## config.mk

```make
export PLATFORM = sky130hd
export DESIGN_NAME = msi_l1_cache_ctrl
export DESIGN_NICKNAME = d
export VERILOG_FILES = /design/src/rtl/msi_l1_cache_ctrl.sv
export SDC_FILE = /design/constraint.sdc
export NUM_CORES = 1
export LEC_CHECK = 0
export CORE_UTILIZATION = 40
export DETAILED_ROUTE_END_ITERATION = 7
export PLACE_DENSITY = 0.59
export SETUP_SLACK_MARGIN = 0.2
export SLEW_MARGIN = 10
export SYNTH_ARGS = -nofsm -noshare
export SYNTH_HDL_FRONTEND = slang
export SYNTH_SLANG_ARGS = --single-unit
```

## constraint.sdc

```tcl
create_clock -name Clock -period 5.2 [get_ports Clock]
set_input_delay 1.04 -clock Clock [delete_from_list [all_inputs] [get_ports Clock]]
set_output_delay 1.04 -clock Clock [all_outputs]
set_load 0.01 [all_outputs]
```

## src/rtl/msi_l1_cache_ctrl.sv

```systemverilog
// Private fully associative L1 cache controller for one node of an MSI directory protocol.
// Serves CPU reads/writes, issues ReadMiss/WriteMiss/WriteBack, and answers directory commands.
module msi_l1_cache_ctrl #(
    parameter int unsigned LINES = 2,
    parameter int unsigned AW    = 4,
    parameter int unsigned DW    = 4
) (
    input  logic          Clock,
    input  logic          Reset_n,
    input  logic          CpuValid,
    input  logic          CpuWrite,
    input  logic [AW-1:0] CpuAddr,
    input  logic [DW-1:0] CpuWData,
    output logic          CpuReady,
    output logic [DW-1:0] CpuRData,
    output logic          CpuHit,
    output logic          DirReqValid,
    output logic [2:0]    DirReqType,
    output logic [AW-1:0] DirReqAddr,
    output logic [DW-1:0] DirReqData,
    input  logic          DirReqReady,
    input  logic          DirRespValid,
    input  logic [DW-1:0] DirRespData,
    input  logic          DirCmdValid,
    input  logic [2:0]    DirCmdType,
    input  logic [AW-1:0] DirCmdAddr,
    output logic          DirCmdAck,
    output logic          DirCmdHasData,
    output logic [DW-1:0] DirCmdData
);

    localparam int unsigned PW = (LINES > 1) ? $clog2(LINES) : 1;

    localparam logic [2:0] ST_EMPTY = 3'b000;
    localparam logic [2:0] ST_I     = 3'b001;
    localparam logic [2:0] ST_S     = 3'b010;
    localparam logic [2:0] ST_M     = 3'b011;

    localparam logic [2:0] REQ_RM   = 3'b001;
    localparam logic [2:0] REQ_WM   = 3'b010;
    localparam logic [2:0] REQ_WB   = 3'b011;

    localparam logic [2:0] CMD_FETCH     = 3'b011;
    localparam logic [2:0] CMD_FETCH_INV = 3'b100;
    localparam logic [2:0] CMD_INV       = 3'b101;

    typedef enum logic [2:0] {
        S_IDLE, S_LOOKUP, S_WB_REQ, S_MISS_REQ, S_WAIT_RESP, S_COMPLETE
    } fsm_e;

    fsm_e            fsm_q, fsm_d;
    logic [PW-1:0]   rr_q, rr_d;
    logic [PW-1:0]   vic_q, vic_d;
    logic            req_wr_q, req_wr_d;
    logic [AW-1:0]   req_addr_q, req_addr_d;
    logic [DW-1:0]   req_wdata_q, req_wdata_d;

    logic [2:0]      st_q   [LINES];
    logic [2:0]      st_d   [LINES];
    logic [AW-1:0]   tag_q  [LINES];
    logic [AW-1:0]   tag_d  [LINES];
    logic [DW-1:0]   data_q [LINES];
    logic [DW-1:0]   data_d [LINES];

    logic            cpu_ready_q, cpu_ready_d;
    logic [DW-1:0]   cpu_rdata_q, cpu_rdata_d;
    logic            cpu_hit_q, cpu_hit_d;
    logic            dreq_valid_q, dreq_valid_d;
    logic [2:0]      dreq_type_q, dreq_type_d;
    logic [AW-1:0]   dreq_addr_q, dreq_addr_d;
    logic [DW-1:0]   dreq_data_q, dreq_data_d;
    logic            cmd_ack_q, cmd_ack_d;
    logic            cmd_has_data_q, cmd_has_data_d;
    logic [DW-1:0]   cmd_data_q, cmd_data_d;

    logic [2:0]      st_cmd_c [LINES];
    logic            cmd_has_data_c;
    logic [DW-1:0]   cmd_data_c;
    logic            hit_c, free_c;
    logic [PW-1:0]   hit_idx_c, free_idx_c, victim_c;
    logic [2:0]      miss_type_c;

    // Directory command applied first; everything below sees the post-command line states.
    always_comb begin
        st_cmd_c       = st_q;
        cmd_has_data_c = 1'b0;
        cmd_data_c     = '0;
        if (DirCmdValid) begin
            for (int i = 0; i < int'(LINES); i++) begin
                if (tag_q[i] == DirCmdAddr && (st_q[i] == ST_S || st_q[i] == ST_M)) begin
                    case (DirCmdType)
                        CMD_FETCH: if (st_q[i] == ST_M) begin
                            cmd_has_data_c = 1'b1;
                            cmd_data_c     = data_q[i];
                            st_cmd_c[i]    = ST_S;
                        end
                        CMD_FETCH_INV: begin
                            if (st_q[i] == ST_M) begin
                                cmd_has_data_c = 1'b1;
                                cmd_data_c     = data_q[i];
                            end
                            st_cmd_c[i] = ST_I;
                        end
                        CMD_INV: st_cmd_c[i] = ST_I;
                        default: ;
                    endcase
                end
            end
        end
    end

    // Hit search and lowest-index free line; descending scan so the lowest index wins.
    always_comb begin
        hit_c      = 1'b0;
        hit_idx_c  = '0;
        free_c     = 1'b0;
        free_idx_c = '0;
        for (int i = int'(LINES) - 1; i >= 0; i--) begin
            if (tag_q[i] == req_addr_q && (st_cmd_c[i] == ST_S || st_cmd_c[i] == ST_M)) begin
                hit_c     = 1'b1;
                hit_idx_c = PW'(i);
            end
            if (st_cmd_c[i] == ST_EMPTY || st_cmd_c[i] == ST_I) begin
                free_c     = 1'b1;
                free_idx_c = PW'(i);
            end
        end
    end

    always_comb begin
        fsm_d          = fsm_q;
        rr_d           = rr_q;
        vic_d          = vic_q;
        req_wr_d       = req_wr_q;
        req_addr_d     = req_addr_q;
        req_wdata_d    = req_wdata_q;
        st_d           = st_cmd_c;
        tag_d          = tag_q;
        data_d         = data_q;
        cpu_ready_d    = 1'b0;
        cpu_rdata_d    = cpu_rdata_q;
        cpu_hit_d      = cpu_hit_q;
        dreq_valid_d   = dreq_valid_q;
        dreq_type_d    = dreq_type_q;
        dreq_addr_d    = dreq_addr_q;
        dreq_data_d    = dreq_data_q;
        cmd_ack_d      = DirCmdValid;
        cmd_has_data_d = cmd_has_data_c;
        cmd_data_d     = cmd_data_c;
        victim_c       = free_c ? free_idx_c : rr_q;
        miss_type_c    = req_wr_q ? REQ_WM : REQ_RM;

        unique case (fsm_q)
            S_IDLE: if (CpuValid) begin
                req_wr_d    = CpuWrite;
                req_addr_d  = CpuAddr;
                req_wdata_d = CpuWData;
                fsm_d       = S_LOOKUP;
            end
            S_LOOKUP: begin
                if (hit_c && !req_wr_q) begin
                    cpu_ready_d = 1'b1;
                    cpu_rdata_d = data_q[hit_idx_c];
                    cpu_hit_d   = 1'b1;
                    fsm_d       = S_COMPLETE;
                end else if (hit_c && st_cmd_c[hit_idx_c] == ST_M) begin
                    data_d[hit_idx_c] = req_wdata_q;
                    cpu_ready_d       = 1'b1;
                    cpu_rdata_d       = req_wdata_q;
                    cpu_hit_d         = 1'b1;
                    fsm_d             = S_COMPLETE;
                end else if (hit_c) begin
                    vic_d        = hit_idx_c;
                    dreq_valid_d = 1'b1;
                    dreq_type_d  = REQ_WM;
                    dreq_addr_d  = req_addr_q;
                    dreq_data_d  = req_wdata_q;
                    fsm_d        = S_MISS_REQ;
                end else begin
                    vic_d = victim_c;
                    if (!free_c) begin
                        rr_d = (rr_q == PW'(LINES - 1)) ? '0 : rr_q + PW'(1);
                    end
                    dreq_valid_d = 1'b1;
                    if (st_cmd_c[victim_c] == ST_M) begin
                        dreq_type_d = REQ_WB;
                        dreq_addr_d = tag_q[victim_c];
                        dreq_data_d = data_q[victim_c];
                        fsm_d       = S_WB_REQ;
                    end else begin
                        dreq_type_d = miss_type_c;
                        dreq_addr_d = req_addr_q;
                        dreq_data_d = req_wdata_q;
                        fsm_d       = S_MISS_REQ;
                    end
                end
            end
            S_WB_REQ: if (DirReqReady) begin
                st_d[vic_q] = ST_I;
                dreq_type_d = miss_type_c;
                dreq_addr_d = req_addr_q;
                dreq_data_d = req_wdata_q;
                fsm_d       = S_MISS_REQ;
            end
            S_MISS_REQ: if (DirReqReady) begin
                dreq_valid_d = 1'b0;
                fsm_d        = S_WAIT_RESP;
            end
            S_WAIT_RESP: if (DirRespValid) begin
                tag_d[vic_q]  = req_addr_q;
                st_d[vic_q]   = req_wr_q ? ST_M : ST_S;
                data_d[vic_q] = req_wr_q ? req_wdata_q : DirRespData;
                cpu_ready_d   = 1'b1;
                cpu_rdata_d   = req_wr_q ? req_wdata_q : DirRespData;
                cpu_hit_d     = 1'b0;
                fsm_d         = S_COMPLETE;
            end
            S_COMPLETE: fsm_d = S_IDLE;
            default:    fsm_d = S_IDLE;
        endcase
    end

    always_ff @(posedge Clock or negedge Reset_n) begin
        if (!Reset_n) begin
            fsm_q          <= S_IDLE;
            rr_q           <= '0;
            vic_q          <= '0;
            req_wr_q       <= 1'b0;
            req_addr_q     <= '0;
            req_wdata_q    <= '0;
            st_q           <= '{default: ST_EMPTY};
            tag_q          <= '{default: '0};
            data_q         <= '{default: '0};
            cpu_ready_q    <= 1'b0;
            cpu_rdata_q    <= '0;
            cpu_hit_q      <= 1'b0;
            dreq_valid_q   <= 1'b0;
            dreq_type_q    <= '0;
            dreq_addr_q    <= '0;
            dreq_data_q    <= '0;
            cmd_ack_q      <= 1'b0;
            cmd_has_data_q <= 1'b0;
            cmd_data_q     <= '0;
        end else begin
            fsm_q          <= fsm_d;
            rr_q           <= rr_d;
            vic_q          <= vic_d;
            req_wr_q       <= req_wr_d;
            req_addr_q     <= req_addr_d;
            req_wdata_q    <= req_wdata_d;
            st_q           <= st_d;
            tag_q          <= tag_d;
            data_q         <= data_d;
            cpu_ready_q    <= cpu_ready_d;
            cpu_rdata_q    <= cpu_rdata_d;
            cpu_hit_q      <= cpu_hit_d;
            dreq_valid_q   <= dreq_valid_d;
            dreq_type_q    <= dreq_type_d;
            dreq_addr_q    <= dreq_addr_d;
            dreq_data_q    <= dreq_data_d;
            cmd_ack_q      <= cmd_ack_d;
            cmd_has_data_q <= cmd_has_data_d;
            cmd_data_q     <= cmd_data_d;
        end
    end

    assign CpuReady      = cpu_ready_q;
    assign CpuRData      = cpu_rdata_q;
    assign CpuHit        = cpu_hit_q;
    assign DirReqValid   = dreq_valid_q;
    assign DirReqType    = dreq_type_q;
    assign DirReqAddr    = dreq_addr_q;
    assign DirReqData    = dreq_data_q;
    assign DirCmdAck     = cmd_ack_q;
    assign DirCmdHasData = cmd_has_data_q;
    assign DirCmdData    = cmd_data_q;

endmodule

```

==> impl_metrics.tcl, run 1 <==
set metrics [dict create \
    slew_headroom_pct 34.4 \
    fillCellCount 778 \
    cts.htree.levels 3 \
    yosys.area.top_type "dfrtp_1" \
    drive_gt1_share_pct 20.2 \
    cts_hold_buf 0 \
    antenna_cells 0 \
    cts_buffer_depth 2 \
    yosys.area_share.xor_xnor_pct 4.36 \
    dr.pass1.iters 4 \
    yosys.cell_types.count 55 \
    cap_violations 0 \
    vias_per_cell 5.51 \
    areaGrowthSynthToFinish_pct 23.4 \
    synth_area_leaders "dfrtp_1 43%, mux2_2 13%, mux2i_1 5.3%, a21oi_1 3.5%, xnor2_1 2.8%" \
    netlist_area_um2 3420 \
    cts_made_buffers 9 \
    synth_compound_area_share_pct 17.9 \
    grt-busiest-layer "met1" \
    synth_area_per_cell_um2 10.6 \
    start_kind "input port" \
    post_cts_buffers 0 \
    cpPeakStageDelay_ns 0.48 \
    fin_worst_skew_ns 0.0115 \
    grt_pass1_vias 2525 \
    num_rows 33 \
    min_path_type "reg2reg" \
    core_region_area_um2 8260 \
    hpwl_mm 5.99 \
    async_flop_share_pct 100 \
    power.leakage_nw 1.78 \
    crit_required_ns 5.42 \
    pre_cts_ws_ns 1.38 \
    arrival_ns 3.68 \
    tightestPinTransition_ns 0.982 \
    ios 50 \
    finalMaxSlewViolations 0 \
    synth-seq-cells 59 \
    min_period_ns 3.46 \
    cp_slowest_cell "o21a_1" \
    tns_ns 0 \
    crit_path_end_kind "register" \
    max_freq_mhz 289 \
    port_buffers 48 \
    synth_top_area_share_pct 43.2 \
    postRouteAntennaNets 0 \
    yosysSeqAreaShare_pct 43.2 \
    wirelength_mm 8.13 \
    cts_tree "built" \
    worst_slack_ns 1.74 \
    post_drt_wl_per_cell_um 16.9 \
    critical_path_class "in2reg" \
    die_w_um 94.4 \
    synthSimpleGateAreaFrac_pct 13.1 \
    track_usage_pct 20.1 \
    clk_pin_slew_worst_paths_ns 0.07 \
    met1_usage_pct 30.5 \
    p_total_mw 2.36 \
    synthAdderAreaFrac_pct 0 \
    status "complete, no violations" \
    start_util_pct 41.4 \
    cts_root_buf "clkbuf_8" \
    ys.flop_type "dfrtp_1" \
    antenna_found_initial 0 \
    worstPathCellList "clkdlybuf4s50_1 > xnor2_1 > nand4_2 > o22ai_1 > o21a_1 > mux2_2 > mux2_2 > mux2_2" \
    drtIter0Drc 158 \
    reg2reg_depth 7 \
    synthCells 322 \
    nNetsFinal 398 \
    finalHoldViolCount 0 \
    met2_usage_pct 28.3 \
    setup_viol 0 \
    cellPowerDensity_nw_per_um2 559 \
    ir_worst_vdd_mv 0.287 \
    gp_congestion 0.875 \
    muxShareOfSynthArea_pct 17.8 \
    yosysWarnings 0 \
    drc 0 \
    dp_cells 466 \
    layout.cells.non_filler 482 \
    vias 2658 \
    critical_path.max_fanout 9 \
    post-route-period-util_pct 66.5 \
    grt_use_met3_pct 3.70 \
    hold-path-cell-count 1 \
    cp_common_cell "mux2_2" \
    grt-ovfl-total 0 \
    worstSkewPairLatency_ns 0.34 \
    grt_max_degree 60 \
    synth-edff-count 0 \
    rsz0062_at_grt "false" \
    dieArea_um2 8920 \
    grt_pass1_wl_mm 13.5 \
    syn_nets 348 \
    cts_sinks 59 \
    cts-resized-gates 0 \
    die_h_um 94.4 \
    fin_util_pct 51.1 \
    synth_top_family_by_area "compound AO/OA/AOI/OAI gates" \
]
## cells in the mapped netlist (6+ instances only)
| master | number |
|---|---|
| nor3_1 | 9 |
| xnor2_1 | 11 |
| o21ai_0 | 14 |
| xor2_1 | 6 |
| mux2_2 | 38 |
| clkbuf_1 | 6 |
| nand2_1 | 24 |
| dfrtp_1 | 59 |
| mux2i_1 | 18 |
| inv_1 | 16 |
| a21oi_1 | 24 |
| nor2_1 | 16 |
## power breakdown
| group | total, mW | switching (mW) | internal, mW |
|---|---|---|---|
| Combinational | 0.991 | 0.488 | 0.503 |
| Sequential | 0.857 | 0.225 | 0.632 |
| Clock | 0.510 | 0.180 | 0.330 |
## cell type report
| cell class | count | area (um^2) | area share [%] |
|---|---|---|---|
| flip-flops and latches | 59 | 1480 | 35.0 |
| well taps | 105 | 131 | 3.11 |
| inverters | 16 | 60.1 | 1.42 |
| multi-input cells | 236 | 1820 | 43.1 |
| clock inverters | 5 | 100 | 2.37 |
| repair buffers | 50 | 490 | 11.6 |
| clock buffers | 11 | 141 | 3.35 |
## sequential cells by signal (all words and copies together) (netlist names)
| register | count |
|---|---|
| DirReqAddr | 4 |
| req_wdata_q | 4 |
| DirCmdData | 4 |
| data_q | 8 |
| req_wr_q | 1 |
| tag_q | 8 |
| CpuReady | 1 |
| CpuHit | 1 |
| st_q | 6 |
| vic_q | 1 |
| DirReqData | 4 |
| rr_q | 1 |
| DirReqValid | 1 |
| CpuRData | 4 |
| DirReqType | 2 |
| DirCmdHasData | 1 |
| fsm_q | 3 |
| DirCmdAck | 1 |
| req_addr_q | 4 |
## path summary, 6_finish.rpt
path	from	end	slack (ns)
min in group asynchronous	Reset_n	req_addr_q[0]	0.85
max in group asynchronous	Reset_n	vic_q	3.84
setup reg to reg	tag_q[2]	DirReqAddr[1]	2.50
setup / recovery	DirCmdAddr[0]	DirReqAddr[1]	1.74
hold reg to reg	CpuHit	CpuHit	0.50
hold / removal	CpuHit	CpuHit	0.50
## kinds of logic (layout without fill, tap and decap cells)
| logic type | after synthesis | count (layout) |
|---|---|---|
| flops | 59 | 59 |
| xor+xnor | 17 | 17 |
| other cells | 1 | 1 |
| compound gates | 81 | 81 |
| mux | 56 | 56 |
| simple gates | 81 | 81 |
| buf+inv | 27 | 82 |
## metal layers
layer | wire length [um] | vias up
li1 | - | 1279
met1 | 4090 | 1277
met5 | 0 | -
met2 | 3470 | 93
met4 | 112 | 0
met3 | 466 | 9
## stage by stage
step	hold slack (ns)	area [um^2]
floorplan	0.488	3420
detailed placement	0.490	3980
global route	0.526	4220
CTS	0.503	4220
global placement	0.479	3980
finish	0.496	4220
## critical path: cells and delay by family
family	cells	cell delay (ns)
AND/OR/NAND/NOR	1	0.24
XOR/XNOR	1	0.21
AO/OA/AOI/OAI	2	0.80
multiplexers	3	0.93
buffers and inverters	1	0.45
## cell usage in the layout, fill, tap and decap left out, types with 2 or more instances in the layout
| master | Yosys | layout |
|---|---|---|
| nor3_2 | 2 | 2 |
| dfrtp_1 | 59 | 59 |
| a31oi_1 | 5 | 5 |
| nor2_1 | 16 | 16 |
| buf_4 | 1 | 2 |
| bufinv_16 | 0 | 3 |
| nor3_4 | 2 | 2 |
| o21a_1 | 2 | 2 |
| a21oi_1 | 24 | 24 |
| o21ai_0 | 14 | 14 |
| a22oi_1 | 4 | 4 |
| mux2_2 | 38 | 38 |
| o22ai_1 | 2 | 2 |
| mux2i_1 | 18 | 18 |
| xor2_1 | 6 | 6 |
| nand2_2 | 2 | 2 |
| inv_1 | 16 | 16 |
| nand4_2 | 2 | 2 |
| nand2b_1 | 5 | 5 |
| nand3_1 | 3 | 3 |
| o32ai_1 | 4 | 4 |
| clkbuf_8 | 0 | 10 |
| xnor2_1 | 11 | 11 |
| o221ai_1 | 3 | 3 |
| nand2_1 | 24 | 24 |
| nor3b_1 | 3 | 3 |
| a2bb2oi_1 | 2 | 2 |
| o31ai_1 | 5 | 5 |
| clkinv_2 | 0 | 2 |
| nor3_1 | 9 | 9 |
| nor2b_1 | 5 | 5 |
| o2111ai_4 | 2 | 2 |
| clkdlybuf4s50_1 | 0 | 47 |
No activity file was read; power rests on OpenSTA's default activity.
==> inputs of run 2 (changes only) <==
clock period = 3.49 ns   (was 5.2 ns; I/O delays follow)
==> run 2 against run 1 <==
Wire length increased by 1.1%; sequential cell count unchanged; critical path depth grew 1; register-to-register slack got worse by 1.6 ns; worst hold slack worse by 0.0092 ns; non-clock buffer count increased by 7; sequential share of layout area increased by 0.083 points; critical endpoint is now data_q[3].
==> impl_metrics.tcl, run 2 (synthesized netlist as in run 1, its figures left out) <==
set metrics [dict create \
    status "complete, no violations" \
    clkPwrFrac_pct 16.9 \
    cts_hold_buf 0 \
    post_dp_cell_area_um2 4030 \
    tns_ns 0 \
    cts_tree "built" \
    reg.largest.list "data_q x8, tag_q x8, st_q x6" \
    pre_cts_ws_ns 0.156 \
    cts_sinks 59 \
    post_cts_buffers 0 \
    finalMaxSlewViolations 0 \
    vias_per_cell 5.43 \
    setup_viol 0 \
    final_cell_mix "59 x dfrtp_1, 47 x clkdlybuf4s50_1, 38 x mux2_2, 24 x nand2_1, 24 x a21oi_1" \
    start_kind "input port" \
    p_switching_mw 1.34 \
    combPwrFrac_pct 45.1 \
    gp_congestion 0.853 \
    dieArea_um2 8920 \
    rsz0062_at_grt "false" \
    cap_violations 0 \
    slew_headroom_pct 49.6 \
    whs_ns 0.486 \
    hold-path-cell-count 1 \
    hpwl_mm 6.07 \
    cts_buffer_depth 2 \
    grt_pass1_vias 2602 \
    max_freq_mhz 335 \
    start_util_pct 41.4 \
    layout_commonest_cell "dfrtp_1" \
    grt_pass1_wl_mm 13.5 \
    swShare_pct 39.7 \
    cts_made_buffers 9 \
    cp-startpoint "DirCmdType[1]" \
    finalHoldViolCount 0 \
    drtIter0Drc 147 \
    cell_internal_pwr_mw 2.03 \
    nNetsFinal 405 \
    post_drt_wl_per_cell_um 16.8 \
    areaGrowthSynthToFinish_pct 23.1 \
    reg2reg_from "tag_q[4]" \
    wirelength_mm 8.22 \
    die_w_um 94.4 \
    crit_required_ns 3.71 \
    ios 50 \
    fin_worst_skew_ns 0.00272 \
    worstSkewPairLatency_ns 0.34 \
    min_path_type "reg2reg" \
    vias 2649 \
    core_region_area_um2 8260 \
    grt_max_degree 60 \
    track_usage_pct 20.2 \
    holdCritStartpoint "CpuHit" \
    clk_pin_slew_worst_paths_ns 0.06 \
    dr.pass1.iters 4 \
    critical_path_class "in2reg" \
    drc 0 \
    postRouteAntennaNets 0 \
    critical_path.max_fanout 5 \
    min_period_ns 2.99 \
    crit_path_end_kind "register" \
    tightestPinTransition_ns 0.757 \
    worst_slack_ns 0.502 \
    post-route-period-util_pct 85.6 \
    p_total_mw 3.37 \
    drive_gt1_share_pct 21.4 \
    die_h_um 94.4 \
    cts-resized-gates 0 \
    reg2reg_depth 7 \
    grt-ovfl-total 0 \
    seqPwrFrac_pct 38.0 \
    cts.htree.levels 3 \
    cts_root_buf "clkbuf_8" \
    antenna_found_initial 0 \
    num_rows 33 \
    antenna_cells 0 \
    port_buffers 48 \
    arrival_ns 3.21 \
    final_area_um2 4210 \
    ir_worst_vdd_mv 0.363 \
    cellPowerDensity_nw_per_um2 801 \
    power.leakage_nw 1.78 \
]
[run 2: cell count changes in the layout (fill, tap and decap cells not counted), sizes merged]
cell    change
bufinv      -3
clkbuf      +2
buf         +7
[run 2: path summary, 6_finish.rpt]
check	slack (ns)	end
max	0.50	data_q[3]
max reg2reg	0.90	data_q[3]
min in group asynchronous	0.51	req_addr_q[0]
min reg2reg	0.49	CpuHit
min	0.49	CpuHit
max in group asynchronous	2.48	CpuRData[3]
[run 2: critical path: stages]
cell,delay [ns]
clkdlybuf4s50_1,0.53
and3b_1,0.24
a31oi_1,0.33
o31ai_1,0.14
buf_4,0.16
nor3_4,0.23
o221ai_2,0.17
a21oi_2,0.31
mux2_2,0.38
[run 2: cell type report]
cell class / count / area [um^2]
fillers: 784 / 4050
multi-input cells: 236 / 1820
flip-flops and latches: 59 / 1480
repair buffers: 57 / 543
clock buffers: 13 / 169
well taps: 105 / 131
inverters: 16 / 60.1
clock inverters: 2 / 10.0
[run 2: power by group through the flow]
stage / Combinational (mW) / Sequential [mW] / Clock (mW)
2_1_floorplan: 1.10 / 1.18 / 0
3_3_place_gp: 1.51 / 1.29 / 0
3_5_place_dp: 1.52 / 1.28 / 0
4_1_cts: 1.53 / 1.28 / 0.581
5_1_grt: 1.67 / 1.33 / 0.608
6_report: 1.52 / 1.28 / 0.568
[run 2: per-stage QoR]
step,instances,utilization [%]
detailed placement,473,48.8
finish,488,51.0
floorplan,322,-
global placement,473,48.8
CTS,488,51.0
global route,488,51.0
[run 2: metal layers]
| metal | global-route usage, % | vias up | part of all wire (%) |
|---|---|---|---|
| li1 | - | 1282 | - |
| met2 | 30.3 | 73 | 44 |
| met5 | 0 | - | 0 |
| met4 | 7.69 | 0 | 1.4 |
| met1 | 29.0 | 1285 | 49 |
| met3 | 3.46 | 9 | 4.8 |
==> inputs of run 3 (changes only) <==
MAX_ROUTING_LAYER = met4   (was default)
==> run 3 against run 2 <==
Via count grew 0.83%; critical path type unchanged; worst setup slack worse by 0.010 ns; global-route usage rose by 1.1 points; cell area down 0.27%; highest routed layer unchanged; sequential share of layout area up 0.094 points; core utilization down 0.14 points; wire length grew 1.4%; register-to-register slack gained 0.03 ns; clock skew increased by 0.0040 ns; power fell by 1.1%; combinational power is essentially flat.
==> impl_metrics.tcl, run 3 (synthesized netlist as in run 1, its figures left out) <==
set metrics [dict create \
    port_buffers 48 \
    reg.largest.list "data_q x8, tag_q x8, st_q x6" \
    tns_ns 0 \
    start_kind "input port" \
    grt_max_degree 60 \
    min_period_ns 3.00 \
    finalHoldViolCount 0 \
    num_rows 33 \
    fin_worst_skew_ns 0.00676 \
    drc 0 \
    critical_path_class "in2reg" \
    slew_headroom_pct 48.2 \
    critical_path.max_fanout 6 \
    vias 2671 \
    gp_congestion 0.865 \
    post-route-period-util_pct 85.9 \
    tightestPinTransition_ns 0.777 \
    antenna_found_initial 0 \
    layout.cells.non_filler 489 \
    grt_pass1_wl_mm 13.8 \
    cts_sinks 59 \
    wirelength_mm 8.34 \
    post_drt_wl_per_cell_um 17.0 \
    dr.pass1.iters 5 \
    reg2reg_from "req_addr_q[1]" \
    hold-path-cell-count 1 \
    grt-ovfl-total 0 \
    met2_usage_pct 31.0 \
    final_cell_mix "59 x dfrtp_1, 47 x clkdlybuf4s50_1, 38 x mux2_2, 24 x nand2_1, 24 x a21oi_1" \
    fillCellCount 781 \
    power.leakage_nw 1.78 \
    postRouteAntennaNets 0 \
    ios 50 \
    status "complete, no violations" \
    layout_commonest_cell "dfrtp_1" \
    fin_util_pct 50.8 \
    start_util_pct 41.4 \
    rr_endpoint "data_q[0]" \
    drive_gt1_share_pct 21.4 \
    nNetsFinal 406 \
    worstSkewPairLatency_ns 0.34 \
    die_h_um 94.4 \
    whs_ns 0.499 \
    areaGrowthSynthToFinish_pct 22.8 \
    crit_path_end_kind "register" \
    arrival_ns 3.22 \
    met1_usage_pct 29.9 \
    track_usage_pct 21.3 \
    antenna_cells 0 \
    grt-busiest-layer "met2" \
    drtIter0Drc 209 \
    hpwl_mm 6.16 \
    rsz0062_at_grt "false" \
    cts_root_buf "clkbuf_8" \
    die_w_um 94.4 \
    clk_pin_slew_worst_paths_ns 0.06 \
    cts-resized-gates 0 \
    cts_hold_buf 0 \
    ir_worst_vdd_mv 0.422 \
    dieArea_um2 8920 \
    grt_use_met3_pct 3.46 \
    crit_required_ns 3.71 \
    post_cts_buffers 0 \
    holdCritStartpoint "CpuHit" \
    dp_cells 474 \
    setup_viol 0 \
    rrSetupSlack_ns 0.93 \
    cts_buffer_depth 2 \
    cap_violations 0 \
    finalMaxSlewViolations 0 \
    vias_per_cell 5.46 \
    core_region_area_um2 8260 \
    min_to "CpuHit" \
    grt_pass1_vias 2642 \
    reg2reg_depth 8 \
    max_freq_mhz 333 \
    min_path_type "reg2reg" \
    cellPowerDensity_nw_per_um2 794 \
    cts.htree.levels 3 \
    cts_tree "built" \
    cts_made_buffers 9 \
]
==> run 3: cell types whose count changed in the layout (fill, tap and decap cells not counted) <==
| cell | delta |
|---|---|
| buf_4 | +1 |
| clkinv_2 | +1 |
| clkbuf_8 | -2 |
| clkbuf_1 | +1 |
==> run 3: report_power, final <==
group	internal (mW)	switching, mW
Sequential	0.942	0.337
Clock	0.270	0.260
Combinational	0.780	0.744
==> run 3: metrics by stage <==
step | worst slack, ns | total power, mW | area [um^2]
6_report | 0.491 | 3.33 | 4200
5_1_grt | 0.410 | 3.58 | 4200
4_1_cts | 0.531 | 3.35 | 4200
3_5_place_dp | 0.184 | 2.81 | 4040
3_3_place_gp | 0.196 | 2.79 | 4040
2_1_floorplan | 0.875 | 2.28 | 3420
==> run 3: how the worst max path moves through the flow <==
stage                     cells past startpoint             to  slack [ns]           from
after detailed placement                      9      data_q[0]        0.18    DirCmdValid
after CTS                                     9      data_q[0]        0.53    DirCmdValid
final                                         9      data_q[0]        0.49    DirCmdValid
after global placement                        9      data_q[1]        0.20    DirCmdValid
after global routing                          9      data_q[0]        0.41  DirCmdType[1]
after floorplan                               7  DirReqAddr[0]        0.88  DirCmdAddr[2]
==> run 3: area by class of cell <==
cell class	count	area, um^2	share of cell area (%)
clock inverter	3	15.0	0.358
clock buffer	12	145	3.46
sequential	59	1480	35.2
timing repair buffer	58	551	13.1
inverter	16	60.1	1.43
tap	105	131	3.13
multi-input combinational	236	1820	43.3
==> run 3: routing by layer <==
| layer | part of all wire [%] | vias up |
|---|---|---|
| met1 | 49 | 1279 |
| met5 | 0 | - |
| met2 | 44 | 85 |
| li1 | - | 1294 |
| met4 | 1.1 | 0 |
| met3 | 5.4 | 13 |
==> run 3: critical path, cell delays in order <==
cell             delay [ns]
clkdlybuf4s50_1        0.50
and3b_1                0.28
a31oi_1                0.35
o31ai_1                0.15
buf_4                  0.17
nor3_4                 0.25
o221ai_2               0.18
a21oi_2                0.28
mux2_2                 0.37
